<file path="src/rtl/rr_shared_reg_arbiter_if.sv">
// rr_shared_reg_arbiter_if: requester bus and shared-register outputs for the round-robin register arbiter
interface rr_shared_reg_arbiter_if #(
    parameter int N = 4,
    parameter int W = 8
);
    localparam int OW = $clog2(N);
    logic [N-1:0]   req;
    logic [N-1:0]   last;
    logic [N*W-1:0] wdata;
    logic [N-1:0]   gnt;
    logic [OW-1:0]  owner;
    logic           busy;
    logic [W-1:0]   q;
    logic           q_valid;
    modport master (output req, last, wdata, input gnt, owner, busy, q, q_valid);
    modport slave  (input req, last, wdata, output gnt, owner, busy, q, q_valid);
endinterface

</file>
<file path="src/rtl/rr_shared_reg_arbiter.sv">
// rr_shared_reg_arbiter: round-robin tenure arbiter writing one shared W-bit register
module rr_shared_reg_arbiter #(
    parameter int N        = 4,
    parameter int W        = 8,
    parameter int MAX_HOLD = 4
) (
    input logic clk,
    input logic reset,
    rr_shared_reg_arbiter_if.slave bus
);
    localparam int OW = $clog2(N);
    localparam int CW = $clog2(MAX_HOLD + 1);
    localparam logic [N-1:0] ONE = N'(1);

    typedef enum logic {IDLE, OWN} state_t;

    state_t        state, n_state;
    logic [N-1:0]  gnt, n_gnt;
    logic [OW-1:0] owner, n_owner, ptr, n_ptr;
    logic [CW-1:0] beat_cnt, n_cnt;
    logic [W-1:0]  q;
    logic          q_valid, beat, tend;
    logic [N-1:0]  m;

    // first requester after p, wrapping modulo N
    function automatic logic [OW-1:0] sel(input logic [N-1:0] v, input logic [OW-1:0] p);
        logic [OW-1:0] r;
        r = '0;
        for (int k = N; k >= 1; k--)
            if (v[(int'(p) + k) % N]) r = OW'((int'(p) + k) % N);
        return r;
    endfunction

    assign beat = (state == OWN) && bus.req[owner];
    assign tend = (state == OWN) && (!bus.req[owner] || bus.last[owner] || beat_cnt == CW'(MAX_HOLD - 1));
    assign m    = bus.req & ~(ONE << owner);

    always_comb begin
        n_state = state;
        n_gnt   = gnt;
        n_owner = owner;
        n_ptr   = ptr;
        n_cnt   = beat_cnt;
        if (state == IDLE) begin
            if (|bus.req) begin
                n_state = OWN;
                n_owner = sel(bus.req, ptr);
                n_gnt   = ONE << n_owner;
                n_cnt   = '0;
            end
        end else if (tend) begin
            n_ptr = owner;
            if (|m) begin
                n_owner = sel(m, owner);
                n_gnt   = ONE << n_owner;
                n_cnt   = '0;
            end else begin
                n_state = IDLE;
                n_gnt   = '0;
            end
        end else if (beat) begin
            n_cnt = beat_cnt + CW'(1);
        end
    end

    always_ff @(posedge clk or posedge reset) begin
        if (reset) begin
            state    <= IDLE;
            gnt      <= '0;
            owner    <= '0;
            ptr      <= OW'(N - 1);
            beat_cnt <= '0;
            q        <= '0;
            q_valid  <= 1'b0;
        end else begin
            state    <= n_state;
            gnt      <= n_gnt;
            owner    <= n_owner;
            ptr      <= n_ptr;
            beat_cnt <= n_cnt;
            q_valid  <= beat;
            if (beat) q <= bus.wdata[owner*W +: W];
        end
    end

    assign bus.gnt     = gnt;
    assign bus.owner   = owner;
    assign bus.busy    = (state == OWN);
    assign bus.q       = q;
    assign bus.q_valid = q_valid;
endmodule

</file>
<file path="src/flat_wrapper.sv">
// flat-port wrapper written by rule: the top's interface ports become plain ports
module rr_shared_reg_arbiter_flat 
#(
    parameter int N        = 4,
    parameter int W        = 8,
    parameter int MAX_HOLD = 4
)
  (clk, reset, bus_req, bus_last, bus_wdata, bus_gnt, bus_owner, bus_busy, bus_q, bus_q_valid);
  rr_shared_reg_arbiter_if #(.N(N), .W(W)) bus_i ();
  input logic clk;
  input logic reset;
  input wire logic [$bits(bus_i.req)-1:0] bus_req;
  input wire logic [$bits(bus_i.last)-1:0] bus_last;
  input wire logic [$bits(bus_i.wdata)-1:0] bus_wdata;
  output wire logic [$bits(bus_i.gnt)-1:0] bus_gnt;
  output wire logic [$bits(bus_i.owner)-1:0] bus_owner;
  output wire logic [$bits(bus_i.busy)-1:0] bus_busy;
  output wire logic [$bits(bus_i.q)-1:0] bus_q;
  output wire logic [$bits(bus_i.q_valid)-1:0] bus_q_valid;
  assign bus_i.req = bus_req;
  assign bus_i.last = bus_last;
  assign bus_i.wdata = bus_wdata;
  assign bus_gnt = bus_i.gnt;
  assign bus_owner = bus_i.owner;
  assign bus_busy = bus_i.busy;
  assign bus_q = bus_i.q;
  assign bus_q_valid = bus_i.q_valid;
  rr_shared_reg_arbiter #(.N(N), .W(W), .MAX_HOLD(MAX_HOLD)) u_core (.clk(clk), .reset(reset), .bus(bus_i));
endmodule
</file>
<file path="config.mk">
export PLATFORM = sky130hd
export DESIGN_NAME = rr_shared_reg_arbiter_flat
export DESIGN_NICKNAME = d
export VERILOG_FILES = /design/src/rtl/rr_shared_reg_arbiter_if.sv /design/src/rtl/rr_shared_reg_arbiter.sv /design/src/flat_wrapper.sv
export SDC_FILE = /design/constraint.sdc
export NUM_CORES = 1
export LEC_CHECK = 0
export CORE_UTILIZATION = 46
export CTS_BUF_LIST = sky130_fd_sc_hd__clkbuf_8
export CTS_CLUSTER_SIZE = 8
export DETAILED_ROUTE_END_ITERATION = 10
export PLACE_DENSITY = 0.87
export SLEW_MARGIN = 20
export SYNTH_ARGS = -nofsm -noshare
export SYNTH_HDL_FRONTEND = slang
export SYNTH_SLANG_ARGS = --single-unit
</file>
<file path="constraint.sdc">
create_clock -name clk -period 2.5 [get_ports clk]
set_input_delay 0.5 -clock clk [delete_from_list [all_inputs] [get_ports clk]]
set_output_delay 0.5 -clock clk [all_outputs]
set_load 0.05 [all_outputs]
</file>
; ---- Word level (Yosys, flattened, before mapping)
; Cells that the tools add are included.
[totals]
register_bits = 21
out_inout_bits = 16
word_cells = 122
[op_classes]
add_sub_neg = 9
n_lt_le_gt_ge = 9
eq_ne = 5
n_shift = 4
muxes = 58
n_bitwise = 10
reduce_logical = 20
[op_table]
columns = op, n
row1 = two-way mux 2 bit, 17
row2 = "less-than comparator 3 x 4 -> 1 bit, second input constant", 8
row3 = variable part select 32 x 6 -> 8 bit, 1
row4 = two-way mux 1 bit, 22
row5 = binary-select mux 1 bit (select 2 bit), 10
row6 = two-way mux 4 bit, 4
row7 = OR reduction 2 bit, 8
row8 = two-way mux 3 bit, 5
row9 = "left shift 1 x 2 -> 4 bit, first input constant", 3
row10 = "adder 2 x 1 -> 2 bit, second input constant", 4
row11 = "adder 2 bit, second input constant", 4
row12 = "AND 1 bit, first input constant", 8
row13 = OR reduction 4 bit, 2
row14 = "!= test 3 bit, second input constant", 2
row15 = AND reduction 3 bit, 2
row16 = AND 4 bit, 1
row17 = "!= test 2 bit, second input constant", 2
row18 = inverter 4 bit, 1
row19 = AND reduction 2 bit, 2
row20 = "adder 3 x 1 -> 3 bit, second input constant", 1
row21 = "== test 3 x 2 -> 1 bit, second input constant", 1
row22 = "less-than comparator 2 x 3 -> 1 bit, second input constant", 1
row23 = logical AND 1 bit, 2
row24 = logical OR 1 bit, 2
row25 = 2 further kinds, 2

; ---- Logic depth before layout (Yosys ltp)
; Gate-level depths: netlist of the first run.
[depth]
ltp_word = 17
depth_mapped = 7
mapped_depth_nobuf = 7

; ---- Least setup slack after synthesis of the first run
; No wires, ideal clock.
[synth_timing]
path_kind = register -> register
startpoint = reg u_core.owner[0] (netlist: u_core.bus.owner[0])
endpoint = reg u_core.gnt[1] (netlist: u_core.bus.gnt[1])
arrival_time_ns = 2.335
required_time_ns = 2.374
setup_slack_ns = 0.039
path_stages_with_launch = 8
synth_period_minus_slack_ns = 2.461
cell_sequence = dfrtp_1 -> inv_2 -> ha_1 -> and2b_4 -> mux4_2 -> mux2i_1 -> or2_1 -> a221o_1
[synth_via]
elab_chain_len = 17
word_cells_on_any_way = 41
[synth_rtl]
columns = item, line
row1 = "start, declared", rr_shared_reg_arbiter.sv:19  ; logic [OW-1:0] owner, n_owner, ptr, n_ptr;
row2 = "start signal, assigned", rr_shared_reg_arbiter.sv:78  ; owner <= n_owner;
row3 = branches (longest 17 deep; another with adder 2 x 1 -> 2 bit), n/a
row4 = "end signal, assigned", rr_shared_reg_arbiter.sv:77  ; gnt <= n_gnt;
row5 = "end, declared", rr_shared_reg_arbiter.sv:18  ; logic [N-1:0] gnt, n_gnt;
; Several ways; the timed one is not identified. The select of a mux whose other input is x is not followed.
; A chain may end at the register's enable or synchronous reset.

; ---- Worst setup path after layout of the first run
[layout_timing]
startpoint = in bus_req[0]
endpoint = reg u_core.gnt[0] (netlist: u_core.bus.gnt[0])
[layout_via]
elab_chain_len = 15
word_cells_on_any_way = 55
[layout_rtl]
columns = item, line
row1 = "start, declared", flat_wrapper.sv:12  ; input wire logic [$bits(bus_i.req)-1:0] bus_req;
row2 = AND 4 bit, rr_shared_reg_arbiter.sv:36  ; assign m = bus.req & ~(ONE << owner);
row3 = binary-select mux 1 bit (select 2 bit), rr_shared_reg_arbiter.sv:30  ; if (v[(int'(p) + k) % N]) r = OW'((int'(p) + k) % N);
row4 = two-way mux 1 bit (not written as such) (2 in a row), rr_shared_reg_arbiter.sv:30
row5 = two-way mux 2 bit (4 in a row), rr_shared_reg_arbiter.sv:30
row6 = two-way mux 2 bit, rr_shared_reg_arbiter.sv:53  ; if (|m) begin
row7 = two-way mux 2 bit, rr_shared_reg_arbiter.sv:51  ; end else if (tend) begin
row8 = two-way mux 2 bit, rr_shared_reg_arbiter.sv:44  ; if (state == IDLE) begin
row9 = left shift 1 x 2 -> 4 bit, rr_shared_reg_arbiter.sv:55  ; n_gnt = ONE << n_owner;
row10 = two-way mux 4 bit, rr_shared_reg_arbiter.sv:53
row11 = two-way mux 4 bit, rr_shared_reg_arbiter.sv:51
row12 = two-way mux 4 bit, rr_shared_reg_arbiter.sv:44
; Parallel ways exist; a longest one is shown, timed or not. The select of a mux whose other input is x is not followed.

==> run_results.csv, run 1 <==
group,metric,value,unit
clock_tree,clkSinkCount,21,
synthesis,ys_types,55,
synthesis,syn_avg_cell_area,11.06,um2
drt,drc,0,
clock_tree,cts_buffer_depth,2,
power_and_ir_drop,switching_share,0.4761,
sta,rsz0062_at_grt,"no",
synthesis,synthSimpleGateAreaFrac,0.1607,
synthesis,synth_async_sr_flop_share,1.000,
worst_hold_path,hold_path.class,"flop to flop",
clock_tree,h-tree-depth,1,
sta,final.min_clock_period,2.328,ns
sta,whs,0.5045,ns
final_layout,area_growth,47.66,%
synthesis,synth_edf_count,0,
synthesis,synth_most_common_cell,"dfrtp_1",
power_and_ir_drop,cellLeakagePower,0.0009978,uW
sta,post-route-worst-setup-slack,0.1722,ns
place,dpl.hpwl,3.769,mm
grt,grt_pass1_wl,7.383,mm
sta,skew,0.01121,ns
setup_path,reg2reg_to,"u_core.bus.gnt[1]$_DFFE_PP0P_",
synthesis,synthMuxAreaShare,0.2379,
setup_path,crit_path_top_delay_cell,"clkdlybuf4s50_1",
floorplanning,start_util,0.4807,
floorplanning,rows,21,
setup_path,rrSetupSlack,0.27,ns
setup_path,endpoint_kind,"flop",
clock_tree,cts_made_buffers,3,
floorplanning,die_area,3727,um2
synthesis,synth_ff_type,"dfrtp_1",
drt,wl,4.847,mm
setup_path,reg2reg_depth,7,
synthesis,ys_top_cells_by_count,"dfrtp_1 (19), inv_1 (10), mux4_2 (10)",
synthesis,synth_nets,193,
drt,drtIter0Drc,61,
synthesis,synth_top_area_frac,0.2964,
sta,finalMaxSlewViolations,0,
setup_path,critPathLaunchType,"primary input",
synthesis,yosysTopAreaCell,"dfrtp_1",
synthesis,synth.cell_area,1604,um2
synthesis,yosys_warnings,0,
run,cap_violations,0,
synthesis,synth_compound_area_frac,0.1732,
power_and_ir_drop,power_density,1325,nW/um2
drt,first_pass_iters,4,
synthesis,yosysSeqAreaShare,0.3292,
sta,maxSlewHeadroom,0.4803,
synthesis,ys_seq_elements,21,
drt,ant_nets,0,
clock_tree,clk_latency,0.27,ns
setup_path,r2r_start,"u_core.bus.owner[0]$_DFFE_PP0P_",
sta,worst_pin_slew,0.7786,ns
place,io_buffers,57,
worst_hold_path,hold_path.startpoint,"u_core.beat_cnt[0]$_DFFE_PP0P_",
status,status,"finished, final reports clean",
synthesis,synthTopCellsByArea,"dfrtp_1 (30%), mux4_2 (14%), mux2_2 (5.6%)",
final_layout,drive_gt1_frac,0.2385,
drt,wire_per_inst,18.36,um
grt,grt-ovfl-total,0,
grt,antenna_found_initial,0,
setup_path,crit_path_cell_trace,"clkdlybuf4s50_1 -> inv_1 -> o41ai_1 -> a211oi_1 -> or4_1 -> o221ai_2",
power_and_ir_drop,p_sw,1494,uW
power_and_ir_drop,irDropWorstVdd,0.5551,mV
power_and_ir_drop,pwr-share-clk,0.073,
setup_path,worstPathRequired,2.70,ns
power_and_ir_drop,p_comb_frac,0.724,
drt,viasPerCell,6.000,
synthesis,synthAdderAreaFrac,0.04680,
setup_path,startpoint,"bus_req[0]",
sta,setup_viol,0,
clock_tree,cts-resized-gates,0,
floorplanning,dieHeight,61.05,um
setup_path,cp.arrival,2.52,ns
floorplanning,num_io_pins,58,
floorplanning,fp.dieW,61.05,um
clock_tree,post_cts_buffers,0,
sta,fin_crit_sh,0.9311,
synthesis,synth_top_family_by_area,"multiplexers",
synthesis,syn_inst,145,
floorplanning,core,3337,um2
clock_tree,clk_pin_slew,0.08,ns
place,pre_cts_ws,-0.05076,ns
place,gp_congestion,0.9544,
grt,grt_pass1_vias,1608,
power_and_ir_drop,internal_power,1644,uW
setup_path,max_stage_delay,0.58,ns
grt,grt_usage,0.2727,
sta,hold_viol_final,0,
setup_path,cp_max_fo,6,
final_layout,fin_nets,267,
setup_path,crit_end,"u_core.bus.gnt[0]$_DFFE_PP0P_",
setup_path,path_class,"primary input to flop",
grt,grt_max_degree,22,
final_layout,diodes,0,
power_and_ir_drop,power_frac_seq,0.203,
drt,vias,1584,
clock_tree,cts_tree,"done",
sta,max_freq,429.6,MHz
clock_tree,hold_buffers,0,
synthesis,synthXorXnorAreaFrac,0,
clock_tree,cts_root_buf,"clkbuf_8",
cell families (layout without fill, tap and decap cells):
logic type,after synthesis,in the layout
and+or+nand+nor,44,44
AOI/OAI and AO/OA,34,34
muxes,23,23
DFF,21,21
buffers and inverters,17,90
adders and majority gates,6,6
through the flow:
step,util,total power (uW),TNS [ns],cell area (um2),std cells
finish,0.7098,3138,0,2369,264
global route,0.7098,3320,0,2369,264
CTS,0.7098,3129,0,2369,264
detailed placement,0.6959,2892,-0.1356,2322,260
global placement,0.6959,2789,0,2322,260
floorplan,-,2149,0,1604,145
critical path: cells and delay by family:
family	cells	cell delay [ns]
simple gates	1	0.56
buf+inv	2	0.72
compound gates	3	0.74
worst min-delay path by stage:
stage                                                end  slack (ns)  cells after the start
after floorplan           u_core.beat_cnt[0]$_DFFE_PP0P_        0.45                      1
after global placement    u_core.beat_cnt[0]$_DFFE_PP0P_        0.47                      1
after detailed placement  u_core.beat_cnt[0]$_DFFE_PP0P_        0.48                      1
after CTS                 u_core.beat_cnt[0]$_DFFE_PP0P_        0.50                      1
after global routing      u_core.beat_cnt[0]$_DFFE_PP0P_        0.53                      1
final                     u_core.beat_cnt[0]$_DFFE_PP0P_        0.50                      1
final cells by class:
type | instances | area (um2)
Sequential cell | 21 | 528.0
Clock inverter | 1 | 5.005
Timing Repair Buffer | 75 | 703.2
Tap cell | 46 | 57.56
Clock buffer | 3 | 41.29
Multi-Input combinational cell | 107 | 992.2
Inverter | 11 | 41.29
Fill cell | 236 | 968.4
power by group through the flow:
stage,registers [uW],logic [uW],clock network (uW)
6_report,636,2270,230
3_3_place_gp,628,2160,0
5_1_grt,657,2420,241
4_1_cts,634,2270,230
3_5_place_dp,639,2250,0
2_1_floorplan,1030,1120,0
cell usage in the layout (no fill, tap or decap), types with 2 or more instances in the layout:
cell type / count
a211oi_1: 2
buf_4: 19
clkbuf_8: 3
clkdlybuf4s50_1: 56
dfrtp_1: 19
dfstp_2: 2
ha_1: 6
inv_1: 10
mux2_2: 8
mux2i_1: 4
mux4_2: 10
nand2_1: 8
nand2b_1: 8
nand3_1: 4
nor2_1: 6
nor3_1: 2
nor4_1: 2
o21ai_0: 7
o21ai_1: 3
o22ai_1: 2
state kept, by name, summed over array words and instances (netlist names):
register	count
u_core.ptr	2
u_core.bus.q_valid	1
u_core.bus.owner	2
u_core.bus.busy	1
u_core.bus.q	8
u_core.beat_cnt	3
u_core.bus.gnt	4
routing by layer:
layer,wire (um),global-route usage
met4,95,0.1234
met5,0,0
met1,1758,0.2949
met3,518,0.07143
met2,2475,0.4969
(Power assumes the default switching activity.)
==> inputs of run 2 (changes only) <==
Settings changed: CTS_CLUSTER_DIAMETER set to 100.
==> results of run 2 <==
No change in the layout: final DEF, timing and power equal those of run 1.
==> edit 1: new RTL, config.mk and constraints of run 1 <==
`MAX_HOLD` is set to 4 in 2 places; all go to 2.
--- a/src/rtl/rr_shared_reg_arbiter.sv
+++ b/src/rtl/rr_shared_reg_arbiter.sv
@@ -3,5 +3,5 @@
     parameter int N        = 4,
     parameter int W        = 8,
-    parameter int MAX_HOLD = 4
+    parameter int MAX_HOLD = 2
 ) (
     input logic clk,
--- a/src/flat_wrapper.sv
+++ b/src/flat_wrapper.sv
@@ -4,5 +4,5 @@
     parameter int N        = 4,
     parameter int W        = 8,
-    parameter int MAX_HOLD = 4
+    parameter int MAX_HOLD = 2
 )
   (clk, reset, bus_req, bus_last, bus_wdata, bus_gnt, bus_owner, bus_busy, bus_q, bus_q_valid);
Behaviour: not the same (a bounded check fails within 4 cycles, from zero or initial values and one cycle with reset high).
==> edit 1 against run 1 <==
- the flow now finishes with violations (design-rule violations)
- largest power group unchanged
- cell area down 11%
- wire length down 28%
- total power down 3.2%
- clock power up 4%
- largest cell class unchanged
- synthesized cell count down 9.0%
- worst setup slack worse by 0.040 ns
- cell count down 15%
- sequential cell count down 1
- area after synthesis down 11%
- critical path depth up 2
==> edit 1: results (changes against run 1) <==
* DP Wirelength at 2.805 mm (-26%)
* Worst VDD drop at 816.3 uV (+47%)
* CP peak stage delay at 0.44 ns (-0.14 ns)
* Combinational power at 0.00218 W (-4%)
* Global routing usage on met3 at 0.06920 (-0.002232)
* Largest registers: u_core.bus.q (8), u_core.bus.gnt (4)
* Highest Signal Layer: met4
* Vias post-DR at 1301 (-18%)
* Drt pass-1 iters at 7 (+3)
* Startpoint Class: register
* Largest net degree at the start of global routing at 21 (-4.5%)
* Crit path max-delay cell type: dfrtp_2
* GR Util All Layers at 0.2250 (-0.04774)
* Most frequent cells after synthesis: dfrtp_1, nand2_1, mux4_2, mux2_2, o21ai_0
* Post-route DRC at 2 (+2)
* Sequential share of power at 0.205 (+0.002)
* Share of cells above drive strength 1 at 0.2073 (-0.03128)
* DR WL/cell at 15.51 um (-16%)
* Top cells by area, synth: dfrtp_1, mux4_2, mux2_2
* Fill count at 191 (-19%)
* RePlAce Congestion at 0.9388 (-1.6%)
* Post-synth cell types at 39 (-29%)
* Critical Path Fanout Max at 7 (+1)
* Leakage dissipation at 0.8538 nW (-14%)
* First-pass GRT wire length at 5.630 mm (-24%)
* Arr. time, crit path at 2.51 ns (about the same)
* Cell Area, Placed at 2051 um2 (-12%)
* Worst clock skew at 0.005631 ns (-0.005575 ns)
* Syn_nets at 179 (-7.3%)
* Failing checks: design-rule violations
* Layout Nets at 241 (-9.7%)
* Grt met1 use at 0.2311 (-0.06380)
* Sequential area share after synthesis at 0.3508 (+0.02161)
* Status: finished, violations left
edit 1: path summary, 6_finish.rpt:
| check | cells past startpoint | end | slack [ns] |
|---|---|---|---|
| setup / recovery | 8 | u_core.bus.owner[0]$_DFFE_PP0P_ | 0.13 |
| hold reg to reg | 1 | u_core.bus.gnt[3]$_DFFE_PP0P_ | 0.50 |
| min in group asynchronous | 2 | u_core.bus.gnt[3]$_DFFE_PP0P_ | 0.65 |
| setup reg to reg | 8 | u_core.bus.owner[0]$_DFFE_PP0P_ | 0.13 |
| max in group asynchronous | 2 | u_core.bus.owner[0]$_DFFE_PP0P_ | 1.35 |
| hold / removal | 1 | u_core.bus.gnt[3]$_DFFE_PP0P_ | 0.50 |
edit 1: logic make-up after synthesis:
kind of cell	synth area share
compound gates	0.1449
mux	0.2635
buf+inv	0.04014
simple gates	0.1571
fa+ha+maj	0.04363
flops	0.3508
edit 1: final cells by class:
cell class / count / area (um2) / share of cell area
Clock buffer: 4 / 55.05 / 0.02610
Inverter: 8 / 32.53 / 0.01542
Multi-Input combinational cell: 100 / 873.3 / 0.4140
Sequential cell: 20 / 505.5 / 0.2396
Tap cell: 31 / 38.79 / 0.01839
Timing Repair Buffer: 61 / 604.3 / 0.2865
edit 1: stage by stage:
step	power (W)	worst slack, ns	cells	utilization
floorplan	0.002186	0.04871	132	-
global placement	0.002699	0.1235	220	0.7189
detailed placement	0.002783	0.02486	220	0.7189
CTS	0.003038	0.1443	224	0.7382
global route	0.003222	0.02947	224	0.7395
finish	0.003039	0.1319	224	0.7395
edit 1: worst max-delay path, delay by kind of cell, from the launching register on:
family                     cells  cell delay (ns)
muxes                          1             0.27
AOI/OAI and AO/OA              4             0.63
adders and majority gates      1             0.33
DFF                            1             0.44
and+or+nand+nor                1             0.41
buffers and inverters          1             0.17
==> edit 2: new RTL, config.mk and constraints of run 1 <==
Made on the original files. Make the reset (`reset`) synchronous in one clocked block.
--- a/src/rtl/rr_shared_reg_arbiter.sv
+++ b/src/rtl/rr_shared_reg_arbiter.sv
@@ -64,5 +64,5 @@
     end
 
-    always_ff @(posedge clk or posedge reset) begin
+    always_ff @(posedge clk) begin
         if (reset) begin
             state    <= IDLE;
Function: differs if reset is asserted again (counterexample within 4 cycles, from zero or initial values and one cycle with reset high); with reset held inactive, the same outputs for 4 cycles.
==> edit 2 against run 1 <==
- the flow now finishes with violations (design-rule violations)
- critical path depth is the same
- die area down 9.8%
- wire length fell by 21%
- worst setup slack better by 0.0082 ns
- worst hold slack worse by 0.011 ns
- area after synthesis is 10% lower
- cell area down 9.2%
- largest cell class unchanged
- sequential cell count unchanged
- first-iteration DRC count fell by 8.2%
- global-route usage down 4.1 points
Power is not compared: it rests on default switching activity, and its combinational part moved more than twofold at a synthesized area within 25%.
==> edit 2: results (changes against run 1) <==
* Status: finished, violations left
* Failing checks: design-rule violations
* Drt pass-1 iters at 7 (+3)
* Startpoint Class: register
* DP Wirelength at 3.079 mm (-18%)
* First-pass GRT wire length at 6.023 mm (-18%)
* Share of cells above drive strength 1 at 0.1651 (-0.07339)
* Pre-CTS WS at -0.04775 ns (+0.003011 ns)
* Post-route DRC at 2 (+2)
* Async S/R FF share, synth at 0 (-1.000)
* Worst clock skew at 0.002205 ns (-0.009001 ns)
* Number of global-route vias before repair at 1375 (-14%)
* CTS buffer count at 3 (unchanged)
* Cell Area, Placed at 2105 um2 (-9.4%)
* First DRT Iteration DRCs at 56 (-8.2%)
* DR WL/cell at 15.31 um (-17%)
* Syn_nets at 201 (+4.1%)
* RePlAce Congestion at 0.8923 (-6.5%)
* GR Util All Layers at 0.2319 (-0.04087)
* Post-synth cell types at 42 (-24%)
* Crit path max-delay cell type: or4_1
* Slew margin rel. at 0.4837 (+0.003394)
* R2R depth at 6 (-1)
* Vias post-DR at 1454 (-8.2%)
* Arr. time, crit path at 2.44 ns (-0.08 ns)
* Clock Tree Buf Depth at 2 (unchanged)
* Critical Path Fanout Max at 11 (+5)
* Most frequent cells after synthesis: nor2_1, dfxtp_1, mux4_2, nor2b_1, mux2i_1
* Top cells by area, synth: dfxtp_1, mux4_2, nor2_1
* Resized Gates After CTS at 0 (unchanged)
* Metal-1 WL at 1.592 mm (-9.4%)
* Sequential area share after synthesis at 0.2917 (-0.03751)
* Total grt overflow at 0 (unchanged)
* Met3 WL post-DR at 202 um (-61%)
* Main synth FF type: dfxtp_1
* Met2 Wirelength at 1.947 mm (-21%)
* Largest registers: u_core.bus.q (8), u_core.bus.gnt (4), u_core.beat_cnt (3)
* Initial antenna violation count at 0 (unchanged)
edit 2: changes by cell type in the layout (fill, tap and decap cells not counted), moves of 4 or more:
cell	before	now
dfxtp_1	0	21
mux2_2	8	0
mux2i_1	4	9
dfrtp_1	19	0
inv_1	10	4
nor2_1	6	26
buf_4	19	13
nand3_1	4	0
o21ai_0	7	2
nor2b_1	1	10
edit 2: metal layers:
| metal | vias up | GRT usage |
|---|---|---|
| li1 | 697 | - |
| met1 | 688 | 0.2966 |
| met2 | 61 | 0.4056 |
| met3 | 8 | 0.02902 |
| met4 | 0 | 0.07483 |
| met5 | - | 0 |
edit 2: cell families after synthesis:
group	Yosys count	synth area share
buffers and inverters	14	0.04600
and+or+nand+nor	66	0.2439
AOI/OAI and AO/OA	27	0.1476
adders and majority gates	6	0.05208
muxes	19	0.2188
DFF	21	0.2917
edit 2: area by class of cell:
type	count	area (um2)
Multi-Input combinational cell	118	954.7
Clock buffer	3	41.29
Clock inverter	1	5.005
Timing Repair Buffer	69	668.1
Tap cell	31	38.79
Sequential cell	21	420.4
Fill cell	203	701.9
Inverter	6	22.52
edit 2: metrics by stage:
step,util,cells
3_5_place_dp,0.7377,245
6_report,0.7539,249
4_1_cts,0.7539,249
2_1_floorplan,-,153
5_1_grt,0.7539,249
3_3_place_gp,0.7377,245
edit 2: critical path: cells and delay by family, from the launching register on:
| family | cells | cell delay (ns) |
|---|---|---|
| DFF | 1 | 0.57 |
| adders and majority gates | 1 | 0.28 |
| AOI/OAI and AO/OA | 1 | 0.34 |
| and+or+nand+nor | 4 | 0.99 |
edit 2: final timing paths:
path	from	end	slack [ns]
setup reg to reg	u_core.bus.owner[1]$_SDFFE_PP0P_	u_core.bus.gnt[3]$_SDFFE_PP0P_	0.18
hold reg to reg	u_core.bus.gnt[1]$_SDFFE_PP0P_	u_core.bus.gnt[1]$_SDFFE_PP0P_	0.49
hold / removal	u_core.bus.gnt[1]$_SDFFE_PP0P_	u_core.bus.gnt[1]$_SDFFE_PP0P_	0.49
setup / recovery	u_core.bus.owner[1]$_SDFFE_PP0P_	u_core.bus.gnt[3]$_SDFFE_PP0P_	0.18
edit 2: power by group through the flow:
| stage | registers [W] | logic, W | clock network (W) |
|---|---|---|---|
| after floorplan | 0.000590 | 0.000440 | 0 |
| after global placement | 0.000446 | 0.000828 | 0 |
| after detailed placement | 0.000449 | 0.000853 | 0 |
| after CTS | 0.000442 | 0.000857 | 0.000226 |
| after global routing | 0.000451 | 0.000914 | 0.000241 |
| final | 0.000443 | 0.000858 | 0.000229 |
